**config.mk**
```make
export PLATFORM = sky130hd
export DESIGN_NAME = serial_compare_ctrl
export DESIGN_NICKNAME = d
export VERILOG_FILES = /design/src/rtl/serial_compare_ctrl.sv
export SDC_FILE = /design/constraint.sdc
export NUM_CORES = 1
export LEC_CHECK = 0
export BUFFER_PORTS_ARGS = -buffer_cell sky130_fd_sc_hd__buf_4
export CAP_MARGIN = 20
export CORE_UTILIZATION = 40
export CTS_BUF_LIST = sky130_fd_sc_hd__clkbuf_16
export DETAILED_ROUTE_END_ITERATION = 8
export PLACE_DENSITY = 0.71
export SLEW_MARGIN = 20
export SYNTH_ARGS = -nofsm -noshare
export SYNTH_HDL_FRONTEND = slang
export SYNTH_SLANG_ARGS = --single-unit
```
**constraint.sdc**
```tcl
create_clock -name clk -period 1.5 [get_ports clk]
set_input_delay 0.15 -clock clk [delete_from_list [all_inputs] [get_ports clk]]
set_output_delay 0.15 -clock clk [all_outputs]
set_load 0.01 [all_outputs]
```
**src/rtl/serial_compare_ctrl.sv**
```systemverilog
// -----------------------------------------------------------------------------
// serial_compare_ctrl
//
// Compares two WIDTH-bit unsigned operands using one shared 2-bit magnitude
// comparator slice, walking the operands MSB pair first at two bits per clock.
// The walk stops on the first unequal pair, so latency is 1..WIDTH/2 cycles.
//
// Ports
//   clk    in   1      rising-edge clock
//   rst_n  in   1      asynchronous active-low reset
//   start  in   1      compare request, sampled only while idle
//   a_in   in   WIDTH  operand A, captured on the accepting edge
//   b_in   in   WIDTH  operand B, captured on the accepting edge
//   busy   out  1      compare in progress
//   done   out  1      one-cycle pulse, eq/lt/gt were just updated
//   eq     out  1      A == B for the last completed compare
//   lt     out  1      A <  B for the last completed compare
//   gt     out  1      A >  B for the last completed compare
// -----------------------------------------------------------------------------

// 2-bit unsigned magnitude comparator slice.
module two_bit_comparator (
  input  logic [1:0] a,
  input  logic [1:0] b,
  output logic       eq,
  output logic       lt,
  output logic       gt
);

  assign eq = (a == b);
  assign lt = (a <  b);
  assign gt = (a >  b);

endmodule

module serial_compare_ctrl #(
  parameter int WIDTH = 8
) (
  input  logic             clk,
  input  logic             rst_n,
  input  logic             start,
  input  logic [WIDTH-1:0] a_in,
  input  logic [WIDTH-1:0] b_in,
  output logic             busy,
  output logic             done,
  output logic             eq,
  output logic             lt,
  output logic             gt
);

  localparam int STEPS = WIDTH / 2;
  localparam int CNT_W = (STEPS > 1) ? $clog2(STEPS) : 1;

  typedef enum logic {
    IDLE,
    CMP
  } state_t;

  state_t           state;
  logic [WIDTH-1:0] sa;
  logic [WIDTH-1:0] sb;
  logic [CNT_W-1:0] cnt;

  logic slice_eq;
  logic slice_lt;
  logic slice_gt;

  // The slice always looks at the current top pair; shifting the operands
  // left brings the next pair into view.
  two_bit_comparator u_slice (
    .a  (sa[WIDTH-1 -: 2]),
    .b  (sb[WIDTH-1 -: 2]),
    .eq (slice_eq),
    .lt (slice_lt),
    .gt (slice_gt)
  );

  // NOTE: every register, including the operand shift registers, is cleared
  // by reset so a mid-compare reset leaves no stale state behind; the
  // updates below use non-blocking assignments so all registers sample the
  // same pre-edge values regardless of statement order.
  always_ff @(posedge clk or negedge rst_n) begin
    if (!rst_n) begin
      state <= IDLE;
      sa    <= '0;
      sb    <= '0;
      cnt   <= '0;
      busy  <= 1'b0;
      done  <= 1'b0;
      eq    <= 1'b0;
      lt    <= 1'b0;
      gt    <= 1'b0;
    end else begin
      // done is a single-cycle pulse unless a completion re-asserts it.
      done <= 1'b0;

      case (state)
        IDLE: begin
          if (start) begin
            sa    <= a_in;
            sb    <= b_in;
            cnt   <= CNT_W'(STEPS - 1);
            busy  <= 1'b1;
            state <= CMP;
          end
        end

        CMP: begin
          if (!slice_eq) begin
            // First unequal pair decides the whole compare.
            eq    <= 1'b0;
            lt    <= slice_lt;
            gt    <= slice_gt;
            done  <= 1'b1;
            busy  <= 1'b0;
            state <= IDLE;
          end else if (cnt == '0) begin
            // Last pair equal and every earlier pair equal.
            eq    <= 1'b1;
            lt    <= 1'b0;
            gt    <= 1'b0;
            done  <= 1'b1;
            busy  <= 1'b0;
            state <= IDLE;
          end else begin
            sa  <= sa << 2;
            sb  <= sb << 2;
            cnt <= cnt - 1'b1;
          end
        end

        default: state <= IDLE;
      endcase
    end
  end

endmodule

```
Yosys cells after proc, flatten, opt, wreduce, memory -nomap -nowiden
Cells that the tools add are included.

operators by class
  magnitude comparators = 2
  add/sub/neg operators = 1
  equality and inequality tests = 6
  multiplexer cells = 27
  reduce and logical (&&, ||, !) cells = 4
  bitwise logic cells = 1

operators by type and width
  kind                                                    number
  two-way mux 8 bit                                       6
  case mux 8 bit (2 select lines)                         2
  two-way mux 1 bit                                       13
  two-way mux 2 bit                                       3
  inequality test 2 x 1 -> 1 bit (second input constant)  2
  inequality test 2 bit (second input constant)           2
  case mux 1 bit (2 select lines)                         2
  case mux 2 bit (2 select lines)                         1
  AND reduction 2 bit                                     2
  inequality test 3 x 2 -> 1 bit (second input constant)  1
  AND reduction 3 bit                                     1
  == test 2 bit                                           1
  greater-than comparator 2 bit                           1
  zero test 2 bit                                         1
  < comparator 2 bit                                      1
  subtractor 2 x 1 -> 2 bit (second input constant)       1
  NOT 1 bit                                               1

storage, ports and cells
  input bits = 19
  output and inout bits = 5
  flip-flop bits (word level) = 24

Depth between registers and ports, before layout
Gate-level depths: netlist of run 1.

  word-level depth = 4
  mapped depth = 6
  mapped depth without buffers = 6

Modules after synthesis
Synthesis of run 1 repeated with hierarchy kept, for this count alone.

second synthesis, totals
  cell total of the unflattened synthesis = 113
  area, all modules = 1108.6 um2

modules (own cells, without submodules)
  module               instances  cells each  area each (um2)
  serial_compare_ctrl  1          104         1046.0
  two_bit_comparator   1          9           62.6

Least setup slack after synthesis of run 1
No wires, ideal clock.

  path type = register to register
  from = register sa[7]
  to = register sa[2]
  clock period less this slack = 1579 ps
  setup slack = -79 ps
  arrival = 1454 ps
  stages on the path, launching flop included = 6
  setup time = 125 ps
  cell sequence = dfrtp_1 -> ha_1 -> nand3b_1 -> a21o_4 -> buf_12 -> mux2_4

between the ends
  cells in the longest elaborated chain, start to end = 3

ends and longest elaborated chain
  what                                             line  RTL
  start: declaration                               60    logic [WIDTH-1:0] sa;
  start signal: assignment                         100   sa <= a_in;
  start signal: assignment                         126   sa <= sa << 2;
  == test 2 bit                                    30    assign eq = (a == b);
  inequality test 2 x 1 -> 1 bit (no source line)  n/a
  AND reduction 3 bit (no source line)             n/a

No other way between the ends.
A chain may end at the register's enable or synchronous reset.

Worst setup path in the final report of run 1
  from = register sb[6]
  to = register sa[5]

between the ends
  cells in the longest elaborated chain, start to end = 3

ends and longest elaborated chain
  what                                             line  RTL
  start: declaration                               61    logic [WIDTH-1:0] sb;
  start signal: assignment                         101   sb <= b_in;
  start signal: assignment                         127   sb <= sb << 2;
  == test 2 bit                                    30
  inequality test 2 x 1 -> 1 bit (no source line)  n/a
  AND reduction 3 bit (no source line)             n/a

No other way between the ends.

==> out/results.txt, run 1 <==
share of layout cells above drive strength 1 = 0.535
layout net count = 150
mux contribution to synthesized area = 0.278
fin util = 0.574
Vias/cell = 5.05
Die H = 56.8 um
GR Overflow Total = 0
Min-Delay Path Class = primary input to flop
syn_area_per_cell = 13.5 um^2
TritonCTS buffer count = 3
Final Wtd Congestion = 0.741
Post-Layout Cell Count = 158
dpl hpwl = 1.62 mm
FF-to-FF path depth = 4
hold path depth = 3
post-synthesis cell count = 89
Worst-Margin Slew = 0.311 ns
largest family of logic cells by synthesized area = multiplexers
fin crit share = 1.04
pwr/cell area = 2410 mW/mm^2
CTS max path bufs = 2
Layout Skew = 0.00365 ns
htree depth = 1
Syn Nets = 111
sw frac = 0.336
outcome = finished, violations left
WL/cell = 14.9 um
Pleak = 0.000784 uW
TNS Setup = -0.532 ns
Via Count = 798
Setup WS post-layout = -0.0653 ns
crit start category = flop
full die area = 0.00323 mm^2
CORE AREA = 0.00281 mm^2
CTS tree = done
first-pass GRT wire length = 3.97 mm
final setup fails = 12
post-placement cell count = 148
I/O Buffers = 23
Internal = 2580 uW
initial core utilization = 0.428
clock root cell = clkbuf_16
ANT cells = 0
Hold Fails Final Rpt = 0
placed inst area = 0.00145 mm^2
Slew Viols, Final = 0
I/O Pins = 24
vias in the first global route = 874
Synth Warn # = 0
post-synthesis sequential area ratio = 0.500
CP Capture Type = flop
# fillers = 247
Synth Area in XOR/XNOR = 0
Switch Pwr = 1300 uW
DR pass1 iterations = 6
# DRC = 6
max_cap viols = 0
slew margin rel. = 0.793
synthesized flop and latch total = 24
chip width = 56.8 um
combinational power share = 0.556
CTS sink count = 24
Synth Area in Adders = 0.0313
CP max FO = 6
Layout Area Growth over Synthesis = 34.2%
failing checks = design-rule violations, negative setup slack
DRT antenna net count = 0
clock network fraction of total power = 0.147
min Tclk post-route = 1.57 ns
Synth cell types = 22
Starting DRT DRC Count = 32
final design area excluding fillers = 0.00161 mm^2
critical path cell sequence = ha_4 -> nand3b_1 -> a21o_4 -> mux2_4
critical path required time = 1.64 ns
CP max-delay cell = dfrtp_1
Arr. time, crit path = 1.70 ns
initial antenna violation count = 0
CP Class = flop to flop
Peak VDD IR = 1.14 mV
WL final = 2.36 mm
unrepaired setup endpoints after global routing = true
Sequential Power Share = 0.298
complex-gate fraction of the synthesized area = 0.0802
Simple-Gate Fraction of Synth Area = 0.0448
largest net degree at the start of global routing = 25
gr usage total = 0.163
post-synthesis instance area = 0.00120 mm^2
Worst-Skew Late Latency = 0.25 ns
row cnt = 19
Max Freq = 639 MHz
Crit path largest cell delay = 0.42 ns
Worst-path clk slew = 0.06 ns
[layout by cell type (no fill, tap or decap)]
master,instances
a21o_4,2
a21oi_1,3
a22oi_2,1
a32o_1,1
and2_1,1
and3b_2,1
buf_4,35
buf_6,2
clkbuf_16,3
clkinv_1,1
dfrtp_1,24
dlygate4sd3_1,1
ha_2,1
ha_4,2
inv_1,4
inv_2,3
mux2_1,4
mux2_2,11
mux2_4,5
mux2i_1,9
nand2_1,3
nand2_2,1
nand3b_1,1
nor2_1,1
nor2_4,1
o21ai_0,1
o2bb2ai_1,5
[cell usage after synthesis, drive strengths merged]
master,count,area [um^2]
a21o,1,15.0
a21oi,3,15.0
a22oi,1,7.51
a32o,1,10.0
and2,1,6.26
and3b,1,10.0
buf,5,52.6
dfrtp,24,601
ha,3,37.5
inv,7,26.3
mux2,20,244
mux2i,9,90.1
nand2,4,15.0
nand3b,1,7.51
nor2,2,15.0
o21ai,1,5.00
o2bb2ai,5,43.8
[through the flow]
| stage | total power [uW] | hold WS (ns) | setup WS, ns |
|---|---|---|---|
| CTS | 3760 | 0.190 | -0.0662 |
| global route | 4150 | 0.216 | -0.101 |
| global placement | 2920 | 0.0599 | 0.00832 |
| floorplan | 2540 | -0.146 | -0.0459 |
| finish | 3880 | 0.193 | -0.0653 |
| detailed placement | 3020 | 0.0681 | -0.0571 |
[registers in the layout, indices dropped and copies added (netlist names)]
name / count
busy: 1
cnt: 2
lt: 1
sa: 8
sb: 8
done: 1
state: 1
eq: 1
gt: 1
[worst max-delay path, delay by kind of cell, from the launching register on]
family / cells / cell delay (ns)
DFF: 1 / 0.42
muxes: 1 / 0.30
adders and majority gates: 1 / 0.29
AOI/OAI and AO/OA: 1 / 0.29
and+or+nand+nor: 1 / 0.15
[layer usage]
layer	part of all wire	up-vias	track usage
li1	-	392	-
met1	0.44	385	0.201
met2	0.51	19	0.284
met3	0.040	2	0.0346
met4	0.0085	0	0.0523
met5	0	-	0
[path summary, 6_finish.rpt]
path	from	endpoint	slack, ns
worst max-delay path	sb[6]$_DFFE_PN0P_	sa[5]$_DFFE_PN0P_	-0.07
worst min-delay path	a_in[0]	sa[0]$_DFFE_PN0P_	0.19
worst max register to register	sb[6]$_DFFE_PN0P_	sa[5]$_DFFE_PN0P_	-0.07
worst min register to register	sb[4]$_DFFE_PN0P_	sb[4]$_DFFE_PN0P_	0.50
max in group asynchronous	rst_n	sa[3]$_DFFE_PN0P_	0.92
min in group asynchronous	rst_n	sa[1]$_DFFE_PN0P_	0.34
[kinds of logic after synthesis]
group | count (synthesis)
flip-flops | 24
AND/OR/NAND/NOR | 9
buffers and inverters | 12
multiplexers | 29
AO/OA/AOI/OAI | 12
adder cells (fa/ha/maj) | 3
[power groups by stage]
stage / Combinational [uW] / Clock, uW / Sequential (uW)
CTS: 2030 / 582 / 1150
finish: 2160 / 569 / 1160
global route: 2350 / 611 / 1190
floorplan: 1420 / 0 / 1120
global placement: 1790 / 0 / 1130
detailed placement: 1870 / 0 / 1150
[what timing repair did]
| action | 4_1_cts | 5_1_grt |
|---|---|---|
| setup endpoints to repair | 12 | 18 |
| pin swaps | 3 | 2 |
| hold buffers | 1 | 0 |
| gates cloned | 1 | 0 |
| gates resized for setup | 4 | 6 |
| endpoints found under the hold margin | 24 | 0 |
| buffers inserted | 1 | 3 |
[final cells by class]
cell class / count / area, um^2 / share of cell area
clock buffer: 3 / 75.1 / 0.0466
clock inverter: 1 / 3.75 / 0.00233
inverter: 7 / 26.3 / 0.0163
multi-input combinational: 54 / 572 / 0.355
sequential: 24 / 601 / 0.373
tap: 31 / 38.8 / 0.0241
timing repair buffer: 38 / 295 / 0.183
No activity file was read; power rests on OpenSTA's default activity.
==> run 2: changes to the inputs <==
--- a/config.mk
+++ b/config.mk
@@ -7,10 +7,11 @@
 export LEC_CHECK = 0
 export BUFFER_PORTS_ARGS = -buffer_cell sky130_fd_sc_hd__buf_4
 export CAP_MARGIN = 20
-export CORE_UTILIZATION = 40
+export CORE_MARGIN = 3
+export CORE_UTILIZATION = 45
 export CTS_BUF_LIST = sky130_fd_sc_hd__clkbuf_16
 export DETAILED_ROUTE_END_ITERATION = 8
-export PLACE_DENSITY = 0.71
+export PLACE_DENSITY = 0.78
 export SLEW_MARGIN = 20
 export SYNTH_ARGS = -nofsm -noshare
 export SYNTH_HDL_FRONTEND = slang
==> run 2 against run 1 <==
Net effect:
- the flow finishes with violations (negative setup slack)
- critical endpoint is now sb[6]$_DFFE_PN0P_
- largest power group unchanged
- register-to-register slack about the same
- die area increased by 3.1%
- clock-buffer cell count unchanged
- wire length increased by 6.7%
- largest cell class unchanged
==> out/results.txt, run 2 (synthesized netlist as in run 1, its figures left out) <==
outcome = finished, violations left
failing checks = negative setup slack
max_cap viols = 0
layout net count = 146
Hold Slack = 0.182 ns
Max Freq = 640 MHz
row cnt = 18
CP Class = flop to flop
dpl hpwl = 1.65 mm
Starting DRT DRC Count = 6
crit start category = flop
CP Capture Type = flop
GR Overflow Total = 0
Worst-Skew Late Latency = 0.26 ns
Peak VDD IR = 1.54 mV
Final Wtd Congestion = 0.724
full die area = 0.00333 mm^2
CORE AREA = 0.00250 mm^2
Die H = 57.7 um
Layout Area Growth over Synthesis = 33.9%
min Tclk post-route = 1.56 ns
CTS tree = done
TritonCTS buffer count = 3
htree depth = 1
final setup fails = 12
I/O Buffers = 23
Min-Delay Path Class = primary input to flop
# fillers = 195
first-pass GRT wire length = 3.94 mm
top flop regs = sa x8, sb x8, cnt x2
gr usage total = 0.160
unrepaired setup endpoints after global routing = true
Arr. time, crit path = 1.71 ns
pwr/cell area = 2510 mW/mm^2
slew margin rel. = 0.800
largest net degree at the start of global routing = 25
critical path required time = 1.64 ns
WL final = 2.52 mm
Layout Skew = 0.00198 ns
Slew Viols, Final = 0
register cell area after layout = 601 um^2
initial antenna violation count = 0
fin crit share = 1.04
commonest cells after routing, fill and taps aside = 32 x buf_4, 24 x dfrtp_1, 9 x mux2i_1, 9 x mux2_2, 7 x mux2_4
Setup WS post-layout = -0.0617 ns
ANT cells = 0
vias in the first global route = 818
commonest non-fill, non-tap cell in the layout = buf_4
WL/cell = 16.4 um
Hold Fails Final Rpt = 0
Multi-input gate area = 568 um^2
DR pass1 iterations = 4
Pleak = 0.000784 uW
chip width = 57.7 um
initial core utilization = 0.480
I/O Pins = 24
CTS max path bufs = 2
CP max FO = 6
DRT antenna net count = 0
share of layout cells above drive strength 1 = 0.528
Vias/cell = 5.37
Worst-Margin Slew = 0.300 ns
clock root cell = clkbuf_16
Pwr Total = 4030 uW
# DRC = 0
Via Count = 821
CTS sink count = 24
Worst-path clk slew = 0.06 ns
==> run 2: worst max-delay path, cell delays in order (launching register included) <==
cell and delay, ns:
dfrtp_1 0.42, ha_4 0.28, nand3b_1 0.13, a21o_2 0.30, mux2_4 0.31
==> run 2: per-layer routing <==
layer	GRT usage	routed length (um)
met4	0.0563	41
met1	0.197	1130
met2	0.269	1240
met5	0	0
met3	0.0423	105
==> run 2: final cells by class <==
cell class,count,area share
Clock inverter,1,0.0187
Tap cell,30,0.0233
Timing Repair Buffer,34,0.168
Sequential cell,24,0.374
Inverter,7,0.0163
Multi-Input combinational cell,54,0.353
Clock buffer,3,0.0467
==> run 2: path summary, 6_finish.rpt <==
kind / from / to / slack, ns / cells past startpoint
worst max-delay path: sb[6]$_DFFE_PN0P_ / sb[6]$_DFFE_PN0P_ / -0.06 / 4
worst min-delay path: b_in[7] / sb[7]$_DFFE_PN0P_ / 0.18 / 3
worst max register to register: sb[6]$_DFFE_PN0P_ / sb[6]$_DFFE_PN0P_ / -0.06 / 4
worst min register to register: gt$_DFFE_PN0P_ / gt$_DFFE_PN0P_ / 0.51 / 1
max in group asynchronous: rst_n / state$_DFF_PN0_ / 0.95 / 2
min in group asynchronous: rst_n / eq$_DFFE_PN0P_ / 0.32 / 2
==> run 2: where the power goes <==
part | internal, uW | switching (uW)
clock network | 530 | 230
registers | 965 | 209
logic | 1210 | 893
total | 2700 | 1330
==> run 2: through the flow <==
| stage | setup TNS, ns | worst slack, ns | cells | utilization | instance area [um^2] |
|---|---|---|---|---|---|
| 2_1_floorplan | -0.230 | -0.0459 | 89 | - | 1210 |
| 3_3_place_gp | 0 | 0.0120 | 143 | 0.572 | 1430 |
| 3_5_place_dp | -0.272 | -0.0451 | 143 | 0.572 | 1430 |
| 4_1_cts | -0.338 | -0.0541 | 151 | 0.635 | 1590 |
| 5_1_grt | -1.10 | -0.109 | 153 | 0.643 | 1610 |
| 6_report | -0.478 | -0.0617 | 153 | 0.643 | 1610 |
==> run 2: repair_timing <==
| action | CTS | global route |
|---|---|---|
| endpoints found under the hold margin | 24 | 0 |
| setup buffers | 2 | 2 |
| setup endpoints to repair | 12 | 17 |
| gates cloned | 1 | 0 |
| pin swaps | 0 | 1 |
| hold buffers | 1 | 0 |
| gates resized for setup | 5 | 4 |
